==> src/rtl/alu_lane_serializer_pkg.sv <==
// Shared types and sizing helpers for the ALU lane serializer.
// The DEF_* localparams describe the default warp geometry used by alu_batch_t.
package alu_lane_serializer_pkg;

    function automatic int calc_num_pkts(input int num_threads, input int num_lanes);
        return num_threads / num_lanes;
    endfunction

    // A single-batch warp still needs a 1-bit pid field.
    function automatic int calc_pid_width(input int num_pkts);
        return (num_pkts > 1) ? $clog2(num_pkts) : 1;
    endfunction

    localparam int DEF_NUM_THREADS = 4;
    localparam int DEF_NUM_LANES   = 1;
    localparam int DEF_HDRW        = 64;
    localparam int DEF_XLEN        = 32;
    localparam int DEF_NUM_PKTS    = calc_num_pkts(DEF_NUM_THREADS, DEF_NUM_LANES);
    localparam int DEF_PID_WIDTH   = calc_pid_width(DEF_NUM_PKTS);

    typedef enum logic {
        S_IDLE = 1'b0,
        S_SEND = 1'b1
    } ser_state_t;

    typedef struct packed {
        logic [DEF_HDRW-1:0]               hdr;
        logic [DEF_NUM_LANES-1:0]          tmask;
        logic [DEF_NUM_LANES*DEF_XLEN-1:0] rs1;
        logic [DEF_NUM_LANES*DEF_XLEN-1:0] rs2;
        logic [DEF_PID_WIDTH-1:0]          pid;
        logic                              sop;
        logic                              eop;
    } alu_batch_t;

endpackage

==> src/rtl/alu_lane_serializer_pick.sv <==
// Combinational batch finder: first/last active batch of an incoming warp and
// the next active batch after the current pid of the latched warp.
module alu_lane_pick #(
    parameter int NUM_PKTS  = 4,
    parameter int PID_WIDTH = 2
) (
    input  logic [NUM_PKTS-1:0]  new_nz,
    input  logic [NUM_PKTS-1:0]  cur_nz,
    input  logic [PID_WIDTH-1:0] cur_pid,
    output logic [PID_WIDTH-1:0] first,
    output logic [PID_WIDTH-1:0] next,
    output logic [PID_WIDTH-1:0] last
);

    // An all-zero mask yields first=last=0 so the warp still emits one batch.
    always_comb begin
        first = '0;
        last  = '0;
        next  = cur_pid;
        for (int p = NUM_PKTS - 1; p >= 0; p--) begin
            if (new_nz[p]) first = PID_WIDTH'(p);
        end
        for (int p = 0; p < NUM_PKTS; p++) begin
            if (new_nz[p]) last = PID_WIDTH'(p);
        end
        for (int p = NUM_PKTS - 1; p >= 0; p--) begin
            if (cur_nz[p] && (p > int'(cur_pid))) next = PID_WIDTH'(p);
        end
    end

endmodule

==> src/rtl/alu_lane_serializer.sv <==
// Splits a full-warp ALU request into NUM_LANES-wide batches tagged with pid/sop/eop.
// Define ALU_LANE_SKIP_EN to skip batches whose thread-mask slice is all zero.
//
// state  | meaning
// S_IDLE | no warp held, ready for a new request
// S_SEND | warp latched, presenting batch pid_r
module alu_lane_serializer
    import alu_lane_serializer_pkg::*;
#(
    parameter int NUM_THREADS = DEF_NUM_THREADS,
    parameter int NUM_LANES   = DEF_NUM_LANES,
    parameter int HDRW        = DEF_HDRW,
    parameter int XLEN        = DEF_XLEN,
    localparam int NUM_PKTS   = calc_num_pkts(NUM_THREADS, NUM_LANES),
    localparam int PID_WIDTH  = calc_pid_width(NUM_PKTS)
) (
    input  logic                        clk,
    input  logic                        reset,
    input  logic                        in_valid,
    output logic                        in_ready,
    input  logic [HDRW-1:0]             in_hdr,
    input  logic [NUM_THREADS-1:0]      in_tmask,
    input  logic [NUM_THREADS*XLEN-1:0] in_rs1,
    input  logic [NUM_THREADS*XLEN-1:0] in_rs2,
    output logic                        out_valid,
    input  logic                        out_ready,
    output logic [HDRW-1:0]             out_hdr,
    output logic [NUM_LANES-1:0]        out_tmask,
    output logic [NUM_LANES*XLEN-1:0]   out_rs1,
    output logic [NUM_LANES*XLEN-1:0]   out_rs2,
    output logic [PID_WIDTH-1:0]        out_pid,
    output logic                        out_sop,
    output logic                        out_eop
);

    ser_state_t                  state_r;
    logic                        busy_r;
    logic [PID_WIDTH-1:0]        pid_r;
    logic [HDRW-1:0]             hdr_r;
    logic [NUM_THREADS-1:0]      tmask_r;
    logic [NUM_THREADS*XLEN-1:0] rs1_r;
    logic [NUM_THREADS*XLEN-1:0] rs2_r;
    logic [PID_WIDTH-1:0]        first_sel;
    logic [PID_WIDTH-1:0]        next_sel;
    logic [PID_WIDTH-1:0]        first_r;
    logic [PID_WIDTH-1:0]        last_r;
    logic                        in_fire;
    logic                        out_fire;

    assign busy_r = (state_r == S_SEND);

    // Gated by reset so nothing fires while a synchronous reset is pending.
    assign out_valid = busy_r & ~reset;
    assign out_fire  = out_valid & out_ready;
    assign in_ready  = ~reset & (~busy_r | (out_fire & out_eop));
    assign in_fire   = in_valid & in_ready;

`ifdef ALU_LANE_SKIP_EN
    logic [NUM_PKTS-1:0]  in_nz;
    logic [NUM_PKTS-1:0]  cur_nz;
    logic [PID_WIDTH-1:0] last_sel;

    always_comb begin
        in_nz  = '0;
        cur_nz = '0;
        for (int p = 0; p < NUM_PKTS; p++) begin
            in_nz[p]  = |in_tmask[p*NUM_LANES +: NUM_LANES];
            cur_nz[p] = |tmask_r[p*NUM_LANES +: NUM_LANES];
        end
    end

    alu_lane_pick #(
        .NUM_PKTS  (NUM_PKTS),
        .PID_WIDTH (PID_WIDTH)
    ) u_pick (
        .new_nz  (in_nz),
        .cur_nz  (cur_nz),
        .cur_pid (pid_r),
        .first   (first_sel),
        .next    (next_sel),
        .last    (last_sel)
    );

    always_ff @(posedge clk) begin
        if (in_fire) begin
            first_r <= first_sel;
            last_r  <= last_sel;
        end
    end
`else
    assign first_sel = '0;
    assign next_sel  = pid_r + PID_WIDTH'(1);
    assign first_r   = '0;
    assign last_r    = PID_WIDTH'(NUM_PKTS - 1);
`endif

    // A load in the eop cycle takes priority so back-to-back warps have no bubble.
    always_ff @(posedge clk) begin
        if (reset) begin
            state_r <= S_IDLE;
            pid_r   <= '0;
        end else if (in_fire) begin
            state_r <= S_SEND;
            pid_r   <= first_sel;
        end else if (out_fire) begin
            if (out_eop) state_r <= S_IDLE;
            else         pid_r   <= next_sel;
        end
    end

    always_ff @(posedge clk) begin
        if (in_fire) begin
            hdr_r   <= in_hdr;
            tmask_r <= in_tmask;
            rs1_r   <= in_rs1;
            rs2_r   <= in_rs2;
        end
    end

    assign out_hdr   = hdr_r;
    assign out_tmask = tmask_r[pid_r*NUM_LANES +: NUM_LANES];
    assign out_rs1   = rs1_r[pid_r*NUM_LANES*XLEN +: NUM_LANES*XLEN];
    assign out_rs2   = rs2_r[pid_r*NUM_LANES*XLEN +: NUM_LANES*XLEN];
    assign out_pid   = pid_r;
    assign out_sop   = (pid_r == first_r);
    assign out_eop   = (pid_r == last_r);

endmodule
==> config.mk <==
export PLATFORM = sky130hd
export DESIGN_NAME = alu_lane_serializer
export DESIGN_NICKNAME = d
export VERILOG_FILES = /design/src/rtl/alu_lane_serializer_pkg.sv /design/src/rtl/alu_lane_serializer_pick.sv /design/src/rtl/alu_lane_serializer.sv
export SDC_FILE = /design/constraint.sdc
export NUM_CORES = 1
export LEC_CHECK = 0
export ABC_AREA = 1
export BUFFER_PORTS_ARGS = -buffer_cell sky130_fd_sc_hd__buf_2
export CORE_AREA = 2 2 181 183
export DETAILED_ROUTE_END_ITERATION = 10
export DIE_AREA = 0 0 183 185
export PLACE_DENSITY_LB_ADDON = 0.3
export REMOVE_ABC_BUFFERS = 1
export SLEW_MARGIN = 5
export SYNTH_ARGS = -nofsm -noshare
export SYNTH_HDL_FRONTEND = slang
export SYNTH_HIERARCHICAL = 1
export SYNTH_SLANG_ARGS = --single-unit
export TNS_END_PERCENT = 30
==> constraint.sdc <==
create_clock -name clk -period 43.8 [get_ports clk]
set_clock_uncertainty 0.2 [all_clocks]
set_input_delay 8.76 -clock clk [delete_from_list [all_inputs] [get_ports clk]]
set_output_delay 8.76 -clock clk [all_outputs]
set_load 0.02 [all_outputs]
==> results of run 1 <==
synth_stat cells (all sizes together) (2+ instances only):
cell and instances:
edfxtp 324, clkbuf 20, o21ai 130, nand3 2
nor2 137, buf 22, nand2 6, inv 7
o22ai 65, dfxtp 3, ha 2
final cells by class:
type | instances | area share
antenna | 4 | 0.000621
tap | 408 | 0.0317
clock buffer | 48 | 0.0613
clock inverter | 14 | 0.00559
multi-input combinational | 345 | 0.143
timing repair buffer | 469 | 0.148
inverter | 8 | 0.00233
sequential | 327 | 0.608
state kept, by name, summed over array words and instances, names as in the netlist:
signal and flops:
tmask_r 4, out_pid 2, busy_r 1, out_hdr 64, rs1_r 128, rs2_r 128
per-stage QoR:
stage | setup WS [ps] | hold slack, ps | power (mW) | cell area (sq um) | std cells
floorplan | 11210 | 368 | 0.398 | 12100 | 680
global placement | 25380 | 402 | 0.412 | 15000 | 1557
detailed placement | 25350 | 423 | 0.413 | 15000 | 1557
CTS | 25350 | 434 | 0.693 | 16100 | 1619
global route | 25260 | 496 | 0.709 | 16100 | 1622
finish | 25340 | 436 | 0.685 | 16100 | 1623
cell families after synthesis:
family / Yosys count / share of synthesized area
adder cells (fa/ha/maj): 2 / 0.00201
buffers and inverters: 50 / 0.0274
flip-flops: 327 / 0.788
AND/OR/NAND/NOR: 146 / 0.0722
AO/OA/AOI/OAI: 197 / 0.111
per-layer routing:
layer	wire length [microns]	track usage	vias to the layer above
met3	2640	0.0560	66
met1	11700	0.205	3726
met5	40	0	-
li1	-	-	3682
met2	16000	0.310	328
met4	1050	0.0678	6
worst max-delay path by stage:
stage | from | endpoint | slack [ps] | cells past startpoint
6_report | reset | in_ready | 25340 | 5
5_1_grt | reset | in_ready | 25260 | 5
4_1_cts | reset | in_ready | 25350 | 5
3_5_place_dp | reset | in_ready | 25350 | 5
3_3_place_gp | reset | in_ready | 25380 | 5
2_1_floorplan | reset | out_hdr[0] | 11210 | 1
worst max-delay path, stage by stage:
cell and delay [ps]:
buf_2 140, inv_2 50, a31oi_1 310, nor2_1 60, buf_2 170
where the power goes:
group | internal [mW] | switching, mW | leakage [nW] | total (mW)
Sequential | 0.359 | 0.00381 | 3.02 | 0.362
Combinational | 0.0177 | 0.0260 | 2.59 | 0.0438
Clock | 0.163 | 0.115 | 0.524 | 0.279
==> load_flow_metrics.sql, run 1 <==
INSERT INTO impl_metrics (metric_group, metric, value, unit) VALUES
('floorplanning', 'rows', '66', ''),
('final_layout', 'layout.cells.most_common', 'buf_2', ''),
('floorplanning', 'core-area', '0.0320', 'sq mm'),
('global_routing', 'globalRouteTotalUtil', '0.177', ''),
('final_layout', 'layout_common_cells', 'buf_2, edfxtp_1, o21ai_0', ''),
('final_layout', 'nFillCells', '2812', ''),
('critical_path', 'worst-r2r-cell-count', '7', ''),
('floorplanning', 'floorplan.initialDensity', '0.388', ''),
('detailed_routing', 'total_via_count_in_the_routed_design', '7808', ''),
('synthesis', 'synth-main-ff-cell', 'edfxtp_1', ''),
('floorplanning', 'top_level_ports', '463', ''),
('critical_path', 'worst_r2r_endpoint', 'rs2_r[125]', ''),
('detailed_routing', 'route.detailed.drc', '0', ''),
('clock_network', 'postCtsSetupBuffers', '0', ''),
('sta', 'final.period_utilization', '0.421', ''),
('placed_design', 'place_congestion', '0.799', ''),
('detailed_routing', 'routed_wl', '31400', 'microns'),
('status', 'status', 'completed', ''),
('placed_design', 'detailed_place_hpwl', '21100', 'microns'),
('synthesis', 'synthDistinctLibCells', '24', ''),
('min_path', 'startpoint_of_the_lowest_slack_hold_path', 'busy_r', ''),
('floorplanning', 'die_h', '185', 'microns'),
('power_and_ir_drop', 'vdd_drop_max', '41.1', 'uV'),
('global_routing', 'grt_first_pass_wirelength', '45100', 'microns'),
('clock_network', 'tritoncts.num_buffers', '36', ''),
('power_and_ir_drop', 'power_leakage', '6.14', 'nW'),
('placed_design', 'io_buffers', '462', ''),
('synthesis', 'synth-edff-count', '324', ''),
('final_layout', 'multi_input_area', '0.00230', 'sq mm'),
('synthesis', 'synth.yosys.seq_area_share', '0.788', ''),
('critical_path', 'rr_startpoint', 'out_pid[0]', ''),
('critical_path', 'end_kind', 'output port', ''),
('critical_path', 'crit_type', 'input port to output port', ''),
('detailed_routing', 'drt_iter0_drc', '489', ''),
('clock_network', 'cts-resized-gates', '0', ''),
('sta', 'clock.fmax', '54.2', 'MHz'),
('min_path', 'holdPathEnd', 'busy_r', ''),
('critical_path', 'worst_setup_path_start_kind', 'input port', ''),
('detailed_routing', 'via_per_inst', '4.81', ''),
('clock_network', 'clkTransAtPathRegs', '60', 'ps'),
('clock_network', 'cts_num_sinks', '327', ''),
('sta', 'timing_hold_violations_final', '0', ''),
('synthesis', 'mapped_cells', '722', ''),
('clock_network', 'htree_levels', '2', ''),
('job', 'maxCapViolCount', '0', ''),
('global_routing', 'first_global_vias', '7751', ''),
('synthesis', 'post-synth-top-area-cell', 'edfxtp_1', ''),
('final_layout', 'seqCellArea', '0.00979', 'sq mm'),
('sta', 'layout_min_cycle_time', '18460', 'ps'),
('synthesis', 'netlist.area_leader.share', '0.783', ''),
('global_routing', 'grt-ovfl-total', '0', ''),
('synthesis', 'post_synth_main_area_contributors', 'edfxtp_1, o21ai_0, o22ai_2, nor2_4, nor2_1', ''),
('clock_network', 'max-clock-path-buffers', '3', ''),
('global_routing', 'grt_antenna_before_repair', '6', ''),
('critical_path', 'arrival', '9500', 'ps'),
('detailed_routing', 'detailedRoute.firstPassIterationCount', '4', ''),
('min_path', 'timing.hold.worst_path_depth', '4', ''),
('clock_network', 'clk-insertion-delay-late', '500', 'ps'),
('sta', 'grt_setup_unrepaired', 'no', ''),
('sta', 'tightestPinTransition', '1070', 'ps'),
('critical_path', 'critical_path_peak_fanout', '6', ''),
('final_layout', 'post_route_cells_drive_above_1_share', '0.507', ''),
('final_layout', 'utilization', '0.503', ''),
('floorplanning', 'die_area', '0.0339', 'sq mm'),
('min_path', 'type_of_the_most_critical_hold_path', 'flop to flop', ''),
('global_routing', 'grt_max_degree', '180', ''),
('clock_network', 'clk_root_buffer_cell', 'clkbuf_16', ''),
('critical_path', 'worst_r2r_setup_slack', '38490', 'ps'),
('detailed_routing', 'wl_per_cell', '19.4', 'microns'),
('final_layout', 'layout_overhead_on_the_synthesized_area', '29.6', '%'),
('clock_network', 'cts_tree', 'yes', '');
Note: power is estimated with default switching activity, not from simulation.
==> run 2: changes to the inputs <==
--- a/config.mk
+++ b/config.mk
@@ -7,9 +7,9 @@
 export LEC_CHECK = 0
 export ABC_AREA = 1
 export BUFFER_PORTS_ARGS = -buffer_cell sky130_fd_sc_hd__buf_2
-export CORE_AREA = 2 2 181 183
+export CORE_AREA = 2 2 178 180
 export DETAILED_ROUTE_END_ITERATION = 10
-export DIE_AREA = 0 0 183 185
+export DIE_AREA = 0 0 180 182
 export PLACE_DENSITY_LB_ADDON = 0.3
 export REMOVE_ABC_BUFFERS = 1
 export SLEW_MARGIN = 5
==> constraint.sdc (replaced) <==
create_clock -name clk -period 16.99 [get_ports clk]
set_clock_uncertainty 0.2 [all_clocks]
set_input_delay 3.398 -clock clk [delete_from_list [all_inputs] [get_ports clk]]
set_output_delay 3.398 -clock clk [all_outputs]
set_load 0.02 [all_outputs]
==> run 2 against run 1 <==
Utilization up 2.0 points. Combinational power rose to 2.6 times the previous value. Worst hold slack better by 7.0 ps. Via count up 1.0%. Die area down 3.2%. Global-route usage up 0.30 points. Register-to-register slack worse by 26000 ps. Sequential power rose to 2.6 times the previous value. Non-clock buffer count up 2. Largest cell class unchanged. Highest routed layer unchanged.
==> load_flow_metrics.sql, run 2 (synthesis gave the netlist of run 1 again) <==
INSERT INTO impl_metrics (metric_group, metric, value, unit) VALUES
('floorplanning', 'top_level_ports', '463', ''),
('power_and_ir_drop', 'cellInternalPower', '1.43', 'mW'),
('final_layout', 'seqCellArea', '0.00979', 'sq mm'),
('detailed_routing', 'wl_per_cell', '19.0', 'microns'),
('min_path', 'type_of_the_most_critical_hold_path', 'flop to flop', ''),
('clock_network', 'clkTransAtPathRegs', '60', 'ps'),
('sta', 'final.period_utilization', '0.458', ''),
('critical_path', 'cp_max_stage_delay', '290', 'ps'),
('sta', 'timing_hold_violations_final', '0', ''),
('critical_path', 'timing.critical_path.buf_inv', '3', ''),
('global_routing', 'grt_antenna_before_repair', '10', ''),
('min_path', 'holdPathEnd', 'busy_r', ''),
('detailed_routing', 'antenna_left', '0', ''),
('detailed_routing', 'route.detailed.drc', '0', ''),
('clock_network', 'clk-insertion-delay-late', '500', 'ps'),
('floorplanning', 'floorplan.initialDensity', '0.401', ''),
('floorplanning', 'die_h', '182', 'microns'),
('power_and_ir_drop', 'combPwrFrac', '0.063', ''),
('critical_path', 'end_kind', 'output port', ''),
('clock_network', 'cts-resized-gates', '0', ''),
('detailed_routing', 'total_via_count_in_the_routed_design', '7888', ''),
('placed_design', 'place_congestion', '0.781', ''),
('sta', 'tightestPinTransition', '1280', 'ps'),
('power_and_ir_drop', 'sw_frac_of_total', '0.210', ''),
('floorplanning', 'die-width', '180', 'microns'),
('sta', 'clock.fmax', '129', 'MHz'),
('floorplanning', 'rows', '65', ''),
('detailed_routing', 'via_per_inst', '4.85', ''),
('clock_network', 'clk_root_buffer_cell', 'clkbuf_16', ''),
('detailed_routing', 'drt_iter0_drc', '492', ''),
('sta', 'finalSetupViolCount', '0', ''),
('power_and_ir_drop', 'powerDensity', '112', 'mW/mm^2'),
('job', 'maxCapViolCount', '0', ''),
('critical_path', 'worst_setup_path_start_kind', 'input port', ''),
('floorplanning', 'core-area', '0.0310', 'sq mm'),
('sta', 'layout_min_cycle_time', '7780', 'ps'),
('final_layout', 'nFillCells', '2645', ''),
('detailed_routing', 'routed_wl', '30800', 'microns'),
('clock_network', 'tritoncts.num_buffers', '36', ''),
('global_routing', 'grt-busiest-layer', 'met2', ''),
('floorplanning', 'die_area', '0.0328', 'sq mm'),
('clock_network', 'postCtsSetupBuffers', '0', ''),
('global_routing', 'gr-usage-met2', '0.313', ''),
('global_routing', 'first_global_vias', '8130', ''),
('critical_path', 'rr_startpoint', 'out_pid[0]', ''),
('clock_network', 'max-clock-path-buffers', '3', ''),
('clock_network', 'holdBufCountCts', '0', ''),
('critical_path', 'crit_path_cell_trace', 'buf_2, inv_2, a31oi_1, nor2_1, buf_2', ''),
('final_layout', 'layout.cells.most_common', 'buf_2', ''),
('placed_design', 'io_buffers', '462', ''),
('global_routing', 'grt_max_degree', '196', ''),
('final_layout', 'post_route_cells_drive_above_1_share', '0.515', ''),
('critical_path', 'critPathTopFamily', 'buffers and inverters', ''),
('critical_path', 'worst-r2r-cell-count', '7', ''),
('final_layout', 'final_cells', '1625', ''),
('placed_design', 'detailed_place_hpwl', '20500', 'microns'),
('min_path', 'startpoint_of_the_lowest_slack_hold_path', 'busy_r', ''),
('clock_network', 'cts_num_sinks', '327', ''),
('final_layout', 'number_of_nets_in_the_finished_design', '1519', ''),
('critical_path', 'critPathMostFrequentCell', 'buf_2', ''),
('critical_path', 'worst_r2r_setup_slack', '12510', 'ps'),
('power_and_ir_drop', 'power_leakage', '6.19', 'nW'),
('power_and_ir_drop', 'vdd_drop_max', '83.8', 'uV'),
('clock_network', 'htree_levels', '2', ''),
('power_and_ir_drop', 'clockPowerShare', '0.422', ''),
('sta', 'grt_setup_unrepaired', 'no', ''),
('critical_path', 'arrival', '4180', 'ps'),
('final_layout', 'layout_common_cells', 'buf_2, edfxtp_1, o21ai_0', ''),
('critical_path', 'timing.critical_path.required', '13390', 'ps'),
('global_routing', 'grt.met3_usage', '0.0556', ''),
('critical_path', 'critical_path_peak_fanout', '6', ''),
('power_and_ir_drop', 'switching_power', '0.380', 'mW'),
('power_and_ir_drop', 'share_seq_of_total_power', '0.515', ''),
('detailed_routing', 'detailedRoute.firstPassIterationCount', '4', ''),
('sta', 'finalMaxSlewViolations', '0', ''),
('critical_path', 'worst_r2r_endpoint', 'out_hdr[3]', ''),
('global_routing', 'globalRouteTotalUtil', '0.180', ''),
('sta', 'max_slew_margin', '0.150', ''),
('final_layout', 'multi_input_area', '0.00230', 'sq mm'),
('critical_path', 'crit_type', 'input port to output port', ''),
('final_layout', 'layout_overhead_on_the_synthesized_area', '30.4', '%'),
('final_layout', 'utilization', '0.523', ''),
('critical_path', 'slowest_stage', 'a31oi_1', ''),
('global_routing', 'grt-ovfl-total', '0', ''),
('clock_network', 'cts_tree', 'yes', ''),
('global_routing', 'grt_first_pass_wirelength', '45400', 'microns'),
('status', 'status', 'completed', ''),
('global_routing', 'met1_global_route_usage', '0.204', ''),
('placed_design', 'placed_cells', '1553', ''),
('min_path', 'timing.hold.worst_path_depth', '4', '');
## run 2: cell count changes in the layout (fill, tap and decap cells not counted), sizes merged
cell / previous run / this run
bufinv: 1 / 4
diode: 4 / 9
clkinvlp: 0 / 1
inv: 9 / 11
buf: 469 / 471
clkbuf: 48 / 43
## run 2: tightest hold or removal path: cells and delay by family (launching register included)
family                 cells  cell delay, ps
flip-flops                 1             310
buffers and inverters      1              70
AO/OA/AOI/OAI              1              80
AND/OR/NAND/NOR            2             140
## run 2: power groups by stage
stage	combinational (mW)	clock (mW)	sequential (mW)
6_report	0.114	0.765	0.933
5_1_grt	0.123	0.812	0.935
4_1_cts	0.115	0.783	0.933
3_5_place_dp	0.115	0	0.950
3_3_place_gp	0.113	0	0.949
2_1_floorplan	0.0421	0	0.983
## run 2: how the worst max path moves through the flow
stage | from | end | depth (start not counted)
after detailed placement | reset | in_ready | 5
after CTS | reset | in_ready | 5
final | reset | in_ready | 5
after floorplan | reset | out_hdr[0] | 1
after global routing | reset | in_ready | 5
after global placement | reset | in_ready | 5
## run 2: cell type report
cell class                 count  area share
timing repair buffer         471       0.148
multi-input combinational    345       0.142
inverter                       8     0.00216
antenna                        9     0.00139
sequential                   327       0.604
clock buffer                  43      0.0585
tap                          402      0.0310
clock inverter                20      0.0130
## run 2: metal layers
metal  part of all wire  vias to the layer above
met5            0.00075                        -
met4              0.038                        4
met3              0.077                       65
met2               0.51                      329
met1               0.38                     3787
li1                   -                     3703
## run 2: stage by stage
| step | TNS, ps | instance area, sq um | worst slack, ps | hold WS (ps) | power [mW] |
|---|---|---|---|---|---|
| after floorplan | -3316100 | 12100 | -10230 | 368 | 1.03 |
| after global placement | 0 | 15000 | 9220 | 400 | 1.06 |
| after detailed placement | 0 | 15000 | 9190 | 423 | 1.07 |
| after CTS | 0 | 16200 | 9190 | 438 | 1.83 |
| after global routing | 0 | 16200 | 9110 | 503 | 1.87 |
| final | 0 | 16200 | 9210 | 442 | 1.81 |
